### src/rtl/fetch_ctrl_pkg.sv
// Shared fetch constants, FSM state encoding and PC arithmetic helper.
package fetch_ctrl_pkg;

    localparam int unsigned PC_W   = 32;
    localparam int unsigned DATA_W = 32;

    localparam logic [PC_W-1:0] PC_STEP = 32'd4;

    typedef enum logic [1:0] {
        FETCH_REFILL = 2'b00,
        FETCH_RUN    = 2'b01,
        FETCH_HALT   = 2'b10
    } fetch_state_e;

    // Sequential successor; the add wraps modulo 2^32 by width.
    function automatic logic [PC_W-1:0] pc_add4(input logic [PC_W-1:0] pc);
        return pc + PC_STEP;
    endfunction

endpackage

### src/rtl/fetch_ctrl_if.sv
// Instruction RAM read port plus the IF-stage output bundle of fetch_ctrl.
interface fetch_ctrl_if #(
    parameter int unsigned AW = 10
);
    import fetch_ctrl_pkg::*;

    logic [AW-1:0]     instr_ram_addr;
    logic              instr_ram_rd;
    logic [DATA_W-1:0] instr_ram_din;
    logic [PC_W-1:0]   if_pc;
    logic [DATA_W-1:0] if_instruction;
    logic              if_valid;

    modport master (
        output instr_ram_addr,
        output instr_ram_rd,
        input  instr_ram_din,
        output if_pc,
        output if_instruction,
        output if_valid
    );

    modport slave (
        input  instr_ram_addr,
        input  instr_ram_rd,
        output instr_ram_din,
        input  if_pc,
        input  if_instruction,
        input  if_valid
    );

endinterface

### src/rtl/fetch_npc_sel.sv
// Next-PC selection: redirect priority mux, +4 adder and redirect alignment check.
// FETCH_MISALIGN_CHK_EN enables flagging of misaligned redirect targets.
module fetch_npc_sel
    import fetch_ctrl_pkg::*;
(
    input  logic [PC_W-1:0] fetch_pc,
    input  logic            trap_redirect,
    input  logic [PC_W-1:0] trap_target,
    input  logic            branch_redirect,
    input  logic [PC_W-1:0] branch_target,
    output logic            redirect,
    output logic [PC_W-1:0] redirect_pc,
    output logic            misalign,
    output logic [PC_W-1:0] misalign_addr,
    output logic [PC_W-1:0] seq_pc
);

    logic [PC_W-1:0] sel_pc_s;

    // Trap outranks branch when both request a redirect.
    always_comb begin
        sel_pc_s = branch_target;
        if (trap_redirect) begin
            sel_pc_s = trap_target;
        end else begin
            sel_pc_s = branch_target;
        end
    end

    assign redirect    = trap_redirect | branch_redirect;
    assign redirect_pc = sel_pc_s & {{(PC_W-2){1'b1}}, 2'b00};
    assign seq_pc      = pc_add4(fetch_pc);

`ifdef FETCH_MISALIGN_CHK_EN
    assign misalign      = redirect & (sel_pc_s[1:0] != 2'b00);
    assign misalign_addr = misalign ? sel_pc_s : {PC_W{1'b0}};
`else
    assign misalign      = 1'b0;
    assign misalign_addr = {PC_W{1'b0}};
`endif

endmodule

### src/rtl/fetch_ctrl.sv
// Instruction fetch controller: REFILL/RUN/HALT FSM driving a 1-cycle-latency RAM.
// FETCH_MISALIGN_CHK_EN enables misaligned redirect detection (halt + misalign_exc).
module fetch_ctrl
    import fetch_ctrl_pkg::*;
#(
    parameter logic [31:0] RESET_PC     = 32'h0000_0000,
    parameter int unsigned INSTR_RAM_AW = 10
) (
    input  logic              clk,
    input  logic              rst,
    input  logic              stall,
    input  logic              halt,
    input  logic              trap_redirect,
    input  logic [31:0]       trap_target,
    input  logic              branch_redirect,
    input  logic [31:0]       branch_target,
    fetch_ctrl_if.master      bus,
    output logic              misalign_exc,
    output logic [31:0]       misalign_addr
);

    fetch_state_e    state_r, state_nxt_s;
    logic [PC_W-1:0] fetch_pc_r, fetch_pc_nxt_s;
    logic [PC_W-1:0] if_pc_r, if_pc_nxt_s;
    logic            if_valid_r, if_valid_nxt_s;
    logic            misalign_exc_r, misalign_exc_nxt_s;
    logic [PC_W-1:0] misalign_addr_r, misalign_addr_nxt_s;
    logic            rd_s;

    logic            redirect_s;
    logic [PC_W-1:0] redirect_pc_s;
    logic            misalign_s;
    logic [PC_W-1:0] bad_addr_s;
    logic [PC_W-1:0] seq_pc_s;

    fetch_npc_sel u_npc_sel (
        .fetch_pc        (fetch_pc_r),
        .trap_redirect   (trap_redirect),
        .trap_target     (trap_target),
        .branch_redirect (branch_redirect),
        .branch_target   (branch_target),
        .redirect        (redirect_s),
        .redirect_pc     (redirect_pc_s),
        .misalign        (misalign_s),
        .misalign_addr   (bad_addr_s),
        .seq_pc          (seq_pc_s)
    );

    // Next-state and read-enable decode; a redirect overrides stall and halt.
    always_comb begin
        state_nxt_s         = state_r;
        fetch_pc_nxt_s      = fetch_pc_r;
        if_pc_nxt_s         = if_pc_r;
        if_valid_nxt_s      = if_valid_r;
        misalign_exc_nxt_s  = 1'b0;
        misalign_addr_nxt_s = misalign_addr_r;
        rd_s                = 1'b0;
        if (redirect_s) begin
            if_valid_nxt_s = 1'b0;
            if (misalign_s) begin
                state_nxt_s         = FETCH_HALT;
                misalign_exc_nxt_s  = 1'b1;
                misalign_addr_nxt_s = bad_addr_s;
            end else begin
                state_nxt_s    = FETCH_REFILL;
                fetch_pc_nxt_s = redirect_pc_s;
            end
        end else begin
            case (state_r)
                FETCH_REFILL: begin
                    rd_s           = 1'b1;
                    if_pc_nxt_s    = fetch_pc_r;
                    fetch_pc_nxt_s = seq_pc_s;
                    if_valid_nxt_s = 1'b1;
                    state_nxt_s    = FETCH_RUN;
                end
                FETCH_RUN: begin
                    if (stall) begin
                        rd_s = 1'b0;
                    end else if (halt) begin
                        if_valid_nxt_s = 1'b0;
                        state_nxt_s    = FETCH_HALT;
                    end else begin
                        rd_s           = 1'b1;
                        if_pc_nxt_s    = fetch_pc_r;
                        fetch_pc_nxt_s = seq_pc_s;
                        if_valid_nxt_s = 1'b1;
                    end
                end
                FETCH_HALT: begin
                    if_valid_nxt_s = 1'b0;
                end
                default: begin
                    if_valid_nxt_s = 1'b0;
                    state_nxt_s    = FETCH_REFILL;
                end
            endcase
        end
    end

    // State and pipeline registers with synchronous reset.
    always_ff @(posedge clk) begin
        if (rst) begin
            state_r         <= FETCH_REFILL;
            fetch_pc_r      <= RESET_PC;
            if_pc_r         <= {PC_W{1'b0}};
            if_valid_r      <= 1'b0;
            misalign_exc_r  <= 1'b0;
            misalign_addr_r <= {PC_W{1'b0}};
        end else begin
            state_r         <= state_nxt_s;
            fetch_pc_r      <= fetch_pc_nxt_s;
            if_pc_r         <= if_pc_nxt_s;
            if_valid_r      <= if_valid_nxt_s;
            misalign_exc_r  <= misalign_exc_nxt_s;
            misalign_addr_r <= misalign_addr_nxt_s;
        end
    end

    assign bus.instr_ram_addr = fetch_pc_r[INSTR_RAM_AW+1:2];
    assign bus.instr_ram_rd   = rd_s & ~rst;
    assign bus.if_pc          = if_pc_r;
    assign bus.if_instruction = bus.instr_ram_din;
    assign bus.if_valid       = if_valid_r;
    assign misalign_exc       = misalign_exc_r;
    assign misalign_addr      = misalign_addr_r;

endmodule

### src/flat_wrapper.sv
// flat-port wrapper written by rule: the top's interface ports become plain ports
module fetch_ctrl_flat import fetch_ctrl_pkg::*;
#(
    parameter logic [31:0] RESET_PC     = 32'h0000_0000,
    parameter int unsigned INSTR_RAM_AW = 10
)
  (clk, rst, stall, halt, trap_redirect, trap_target, branch_redirect, branch_target, misalign_exc, misalign_addr, bus_instr_ram_addr, bus_instr_ram_rd, bus_instr_ram_din, bus_if_pc, bus_if_instruction, bus_if_valid);
  fetch_ctrl_if #(.AW(10)) bus_i ();
  input  logic clk;
  input  logic rst;
  input  logic stall;
  input  logic halt;
  input  logic trap_redirect;
  input  logic [31:0] trap_target;
  input  logic branch_redirect;
  input  logic [31:0] branch_target;
  output logic misalign_exc;
  output logic [31:0] misalign_addr;
  output wire logic [$bits(bus_i.instr_ram_addr)-1:0] bus_instr_ram_addr;
  output wire logic [$bits(bus_i.instr_ram_rd)-1:0] bus_instr_ram_rd;
  input wire logic [$bits(bus_i.instr_ram_din)-1:0] bus_instr_ram_din;
  output wire logic [$bits(bus_i.if_pc)-1:0] bus_if_pc;
  output wire logic [$bits(bus_i.if_instruction)-1:0] bus_if_instruction;
  output wire logic [$bits(bus_i.if_valid)-1:0] bus_if_valid;
  assign bus_instr_ram_addr = bus_i.instr_ram_addr;
  assign bus_instr_ram_rd = bus_i.instr_ram_rd;
  assign bus_i.instr_ram_din = bus_instr_ram_din;
  assign bus_if_pc = bus_i.if_pc;
  assign bus_if_instruction = bus_i.if_instruction;
  assign bus_if_valid = bus_i.if_valid;
  fetch_ctrl #(.RESET_PC(RESET_PC), .INSTR_RAM_AW(INSTR_RAM_AW)) u_core (.clk(clk), .rst(rst), .stall(stall), .halt(halt), .trap_redirect(trap_redirect), .trap_target(trap_target), .branch_redirect(branch_redirect), .branch_target(branch_target), .bus(bus_i), .misalign_exc(misalign_exc), .misalign_addr(misalign_addr));
endmodule
### config.mk
export PLATFORM = sky130hd
export DESIGN_NAME = fetch_ctrl_flat
export DESIGN_NICKNAME = d
export VERILOG_FILES = /design/src/rtl/fetch_ctrl_pkg.sv /design/src/rtl/fetch_ctrl_if.sv /design/src/rtl/fetch_npc_sel.sv /design/src/rtl/fetch_ctrl.sv /design/src/flat_wrapper.sv
export SDC_FILE = /design/constraint.sdc
export NUM_CORES = 1
export LEC_CHECK = 0
export CAP_MARGIN = 10
export CORE_MARGIN = 5
export CORE_UTILIZATION = 40
export DETAILED_ROUTE_END_ITERATION = 6
export GPL_TIMING_DRIVEN = 0
export PLACE_DENSITY_LB_ADDON = 0.25
export SYNTH_ARGS = -nofsm -noshare
export SYNTH_HDL_FRONTEND = slang
export SYNTH_SLANG_ARGS = --single-unit
### constraint.sdc
create_clock -name clk -period 5.63 [get_ports clk]
set_input_delay 0.563 -clock clk [delete_from_list [all_inputs] [get_ports clk]]
set_output_delay 0.563 -clock clk [all_outputs]
set_load 0.05 [all_outputs]
Word-level counts from Yosys, hierarchy flattened
Index checks and enable logic that the tools add are counted.

Bits in registers: 67. Output and inout port bits: 109. Logic and storage cells: 43.

Add/sub/neg operators: 1. Equal/unequal tests: 7. Multiplexer cells: 17. Bitwise logic cells: 5. Reduce and logical (&&, ||, !) cells: 8.

Operator list (number): $mux W32 (6); $pmux W32 S2 (2); $add A32 B3 Y32 const B (1); $reduce_and A3 Y1 (3); $ne A2 B2 Y1 const B (3); $ne A3 B2 Y1 const B (2); $pmux W2 S3 (1); $mux W1 (4); $mux W2 (2); $pmux W1 S2 (2); $reduce_and A4 Y1 (1); $not A1 Y1 (3); $reduce_bool A3 Y1 (1); $eq A2 B1 Y1 const B (1); $eq A2 B2 Y1 const B (1); $logic_not A2 Y1 (1); $reduce_bool A2 Y1 (1); $reduce_or A2 Y1 (1); $and A1 B1 Y1 (1); $or A1 B1 Y1 (1).

Logic depth before layout (Yosys ltp)
Gate-level depths: netlist of the first run.

Word-level depth: 5. Mapped depth: 7. Mapped depth without buffers: 6.

Cells and area by module
A second synthesis of the first run with hierarchy kept.

Cell total of the unflattened synthesis: 689. Area, all modules: 6261.0 um^2.

By module, submodules not included: fetch_ctrl (times used 1, cells each 535, area an instance 5029.8 um^2, sequential area each 2001.9 um^2); fetch_npc_sel (times used 1, cells each 154, area an instance 1231.2 um^2, sequential area each 0.0 um^2).

Least setup slack after synthesis of the first run
Ideal clock, no wire load.

Path type: input-to-output. From: in halt. To: out bus_instr_ram_rd. Arrival time: 1954 ps. Path slack: 3113 ps. Cell stages on the path: 5. Buffers on the path: 1. Cell sequence: o21a_1 -> nor2_1 -> nand2_1 -> clkbuf_1 -> nor2_1.

Longest elaborated chain between the ends: 5.

RTL lines: start: declaration (RTL line flat_wrapper.sv:12) `input logic halt;`; $mux W1 (RTL line fetch_ctrl.sv:80) `end else if (halt) begin`; $mux W1 (RTL line fetch_ctrl.sv:78) `if (stall) begin`; $pmux W1 S2 (RTL line fetch_ctrl.sv:69) `case (state_r)`; $mux W1 (RTL line fetch_ctrl.sv:58) `if (redirect_s) begin`; $and A1 B1 Y1 (RTL line fetch_ctrl.sv:121) `assign bus.instr_ram_rd = rd_s & ~rst;`; end: declaration (RTL line flat_wrapper.sv:20) `output wire logic [$bits(bus_i.instr_ram_rd)-1:0] bus_instr_ram_rd;`.

Every way passes these cells.

Worst setup path in the final report of the first run
Same ends and word-level chain as after synthesis.

==> flow_summary_export.csv, run 1 <==
group,metric,value,unit
run_status,outcome,"complete, no violations",
place,dpl_worst_slack,2.03,ns
yosys,synth_enable_flop_cells,0,
timing,setup_viol,0,
die,core-area,9640,µm²
route,drt_pass1_iterations,5,
final_layout,final_cell_mix,"clkdlybuf4s50_1, nand2_1, buf_4, dfxtp_1, a21oi_1",
route,drc_errors,0,
die,dieArea,11900,µm²
timing,holdWs,0.456,ns
grt,grt.overflow.total,0,
worst_hold_path,hold_class,"reg -> reg",
place,portBuffers,138,
run,drv_cap,0,
yosys,netlist_area,3910,µm²
critical_path,worst-endpoint-arrival,3.08,ns
yosys,ys_seq_area_frac,0.323,
final_layout,num_antenna_cells,0,
critical_path,worstPathCellList,"clkdlybuf4s50_1, o21a_1, nor2_1, nand2_1, clkbuf_1, nor2_1, clkdlybuf4s50_1",
die,fp.dieH,109,µm
timing,timing.fmax,275,MHz
clock_network,cts_hold_buf,0,
grt,grt_max_degree,12,
power_and_ir_drop,leakage,2.34,nW
route,dr_total_vias,4248,
final_layout,area_growth,48.5,%
timing,rsz0062_at_grt,"false",
grt,grt_pass1_vias,3952,
critical_path,cp.required,5.07,ns
final_layout,layout_commonest_cell,"clkdlybuf4s50_1",
clock_network,cts.sinks,63,
clock_network,clkTransAtPathRegs,0.07,ns
timing,finalCriticalPeriod,3.64,ns
critical_path,criticalPathCategory,"in -> out",
timing,timing.final.hold_violations,0,
final_layout,num-fill-cells,927,
final_layout,register_area,1260,µm²
yosys,syn_inst,501,
clock_network,cts_made_buffers,9,
clock_network,postCtsSetupBuffers,0,
yosys,synth_warnings,0,
place,place.gp.congestion,0.894,
power_and_ir_drop,power_per_cell_area,231,nW/µm²
critical_path,worst-path-max-fanout,10,
route,avgViaCountPerCell,5.17,
clock_network,clockBufferDepth,2,
route,postRouteAntennaNets,0,
timing,worst-slew-pin-transition,0.718,ns
timing,fin_ws,1.99,ns
timing,slew_headroom,0.521,
yosys,async_flop_share,0,
place,hpwl,10300,µm
critical_path,path_buf_inv,3,
final_layout,fin_nets,787,
timing,min_period_over_period,0.647,
final_layout,multiInputGateArea,2020,µm²
yosys,ys.flop_type,"dfxtp_1",
yosys,synth_seq_cells,63,
clock_network,post_cts_resized,0,
clock_network,cts_max_level,3,
die,start_util,0.406,
clock_network,cts_tree,"yes",
critical_path,setup.worst_path.end_class,"output pin",
route,first_iter_violations,303,
clock_network,ctsRootBufferMaster,"clkbuf_8",
route,wl,13600,µm
power_and_ir_drop,total_power,1.34,mW
grt,grt_pass1_wl,20500,µm
critical_path,start_kind,"primary input",
clock_network,clock_latency,0.36,ns
die,row_count,36,
die,die_w,109,µm
power_and_ir_drop,ir_worst_vdd,0.140,mV
timing,slew_viol_final,0,
yosys,avgSynthCellArea,7.80,µm²
grt,antenna_found_initial,0,
die,boundaryPins,211,
grt,grt_usage,0.222,
critical_path,cp_slowest_cell,"clkdlybuf4s50_1",
final_layout,finalNonFillerCells,822,
final_layout,drive_gt1_frac,0.181,
place,dp_cells,806,
timing,setup_tns,0,ns
route,wl_per_cell,16.5,µm
timing,skew,0.00696,ns
critical_path,max_stage_delay,0.82,ns
critical_path,crit_family,"buffers and inverters",
yosys,synth_cell_type_count,59,
[area by class of cell]
| class | count | share of cell area |
|---|---|---|
| Multi-Input combinational cell | 358 | 0.348 |
| Clock buffer | 11 | 0.0243 |
| Sequential cell | 63 | 0.217 |
| Timing Repair Buffer | 138 | 0.238 |
| Clock inverter | 5 | 0.0140 |
| Tap cell | 133 | 0.0287 |
| Buffer | 108 | 0.126 |
| Inverter | 6 | 0.00388 |
[logic make-up (layout without fill, tap and decap cells)]
| family | count (synthesis) | in the layout | share of synthesized area |
|---|---|---|---|
| adders and majority gates | 1 | 1 | 0.00320 |
| buffers and inverters | 114 | 268 | 0.193 |
| AOI/OAI and AO/OA | 126 | 126 | 0.206 |
| muxes | 10 | 10 | 0.0262 |
| other | 1 | 35 | 0.000959 |
| xor gates and xnor gates | 8 | 8 | 0.0179 |
| and+or+nand+nor | 178 | 178 | 0.231 |
| DFF | 63 | 63 | 0.323 |
[per-stage QoR]
stage,area [µm²],util
2_1_floorplan,4040,-
3_3_place_gp,5590,0.579
3_5_place_dp,5590,0.579
4_1_cts,5810,0.603
5_1_grt,5810,0.603
6_report,5810,0.603
[worst register-to-register path, stage by stage (launching register included)]
cell and delay (ns):
dfxtp_1 0.48, ha_1 0.33, nand4_2 0.20, nor4_2 0.44
mux2_1 0.36, a21oi_1 0.19, nor3_2 0.06
[cells in the mapped netlist (all sizes together) (6+ instances only)]
cell type,instances,share of area
o22ai,10,0.016
nor4,6,0.017
nor3,14,0.020
buf,95,0.17
clkbuf,13,0.012
mux2i,8,0.020
a211oi,10,0.022
a22oi,11,0.021
o21ai,23,0.029
a21oi,45,0.058
nor2,21,0.021
nand2,89,0.086
dfxtp,63,0.32
nand4,14,0.029
nand3,17,0.023
[per-layer routing]
layer	vias up	part of all wire	wire length [µm]	track usage
li1	2040	-	-	-
met1	1950	0.41	5600	0.279
met3	20	0.098	1340	0.0657
met5	-	0	0	0
met4	0	0.018	240	0.0721
met2	238	0.47	6420	0.365
[where the power goes]
group / switching, mW / internal [mW] / leakage, nW
clock network: 0.193 / 0.261 / 0.110
logic: 0.236 / 0.157 / 1.71
registers: 0.0272 / 0.468 / 0.515
total: 0.456 / 0.886 / 2.34
[registers in the layout, indices dropped and copies added, names as in the netlist]
register,cells
u_core.state_r,2
u_core.fetch_pc_r,30
u_core.bus.if_pc,30
u_core.bus.if_valid,1
[path summary, 6_finish.rpt]
path / slack, ns / from / cells after the start / endpoint
setup / recovery: 1.99 / halt / 7 / bus_instr_ram_rd
hold / removal: 0.46 / u_core.bus.if_pc[12] / 2 / u_core.bus.if_pc[12]
setup reg to reg: 3.44 / u_core.fetch_pc_r[2] / 6 / u_core.fetch_pc_r[22]
hold reg to reg: 0.46 / u_core.bus.if_pc[12] / 2 / u_core.bus.if_pc[12]
Power figures use the tool's default switching activity.
==> run 2: changes to the inputs <==
- clock period: 5.63 -> 3.5 ns (I/O delays scaled with it)
==> results of run 2 <==
The final DEF is identical to that of run 1. Status: complete, no violations.
Among the figures that moved: setup slack after placement 2.03 ns -> 0.329 ns; setup slack after layout 1.99 ns -> 0.284 ns; register-to-register setup slack 3.44 ns -> 1.31 ns; total power 1.34 mW -> 2.16 mW; worst IR drop on VDD 0.140 mV -> 0.225 mV
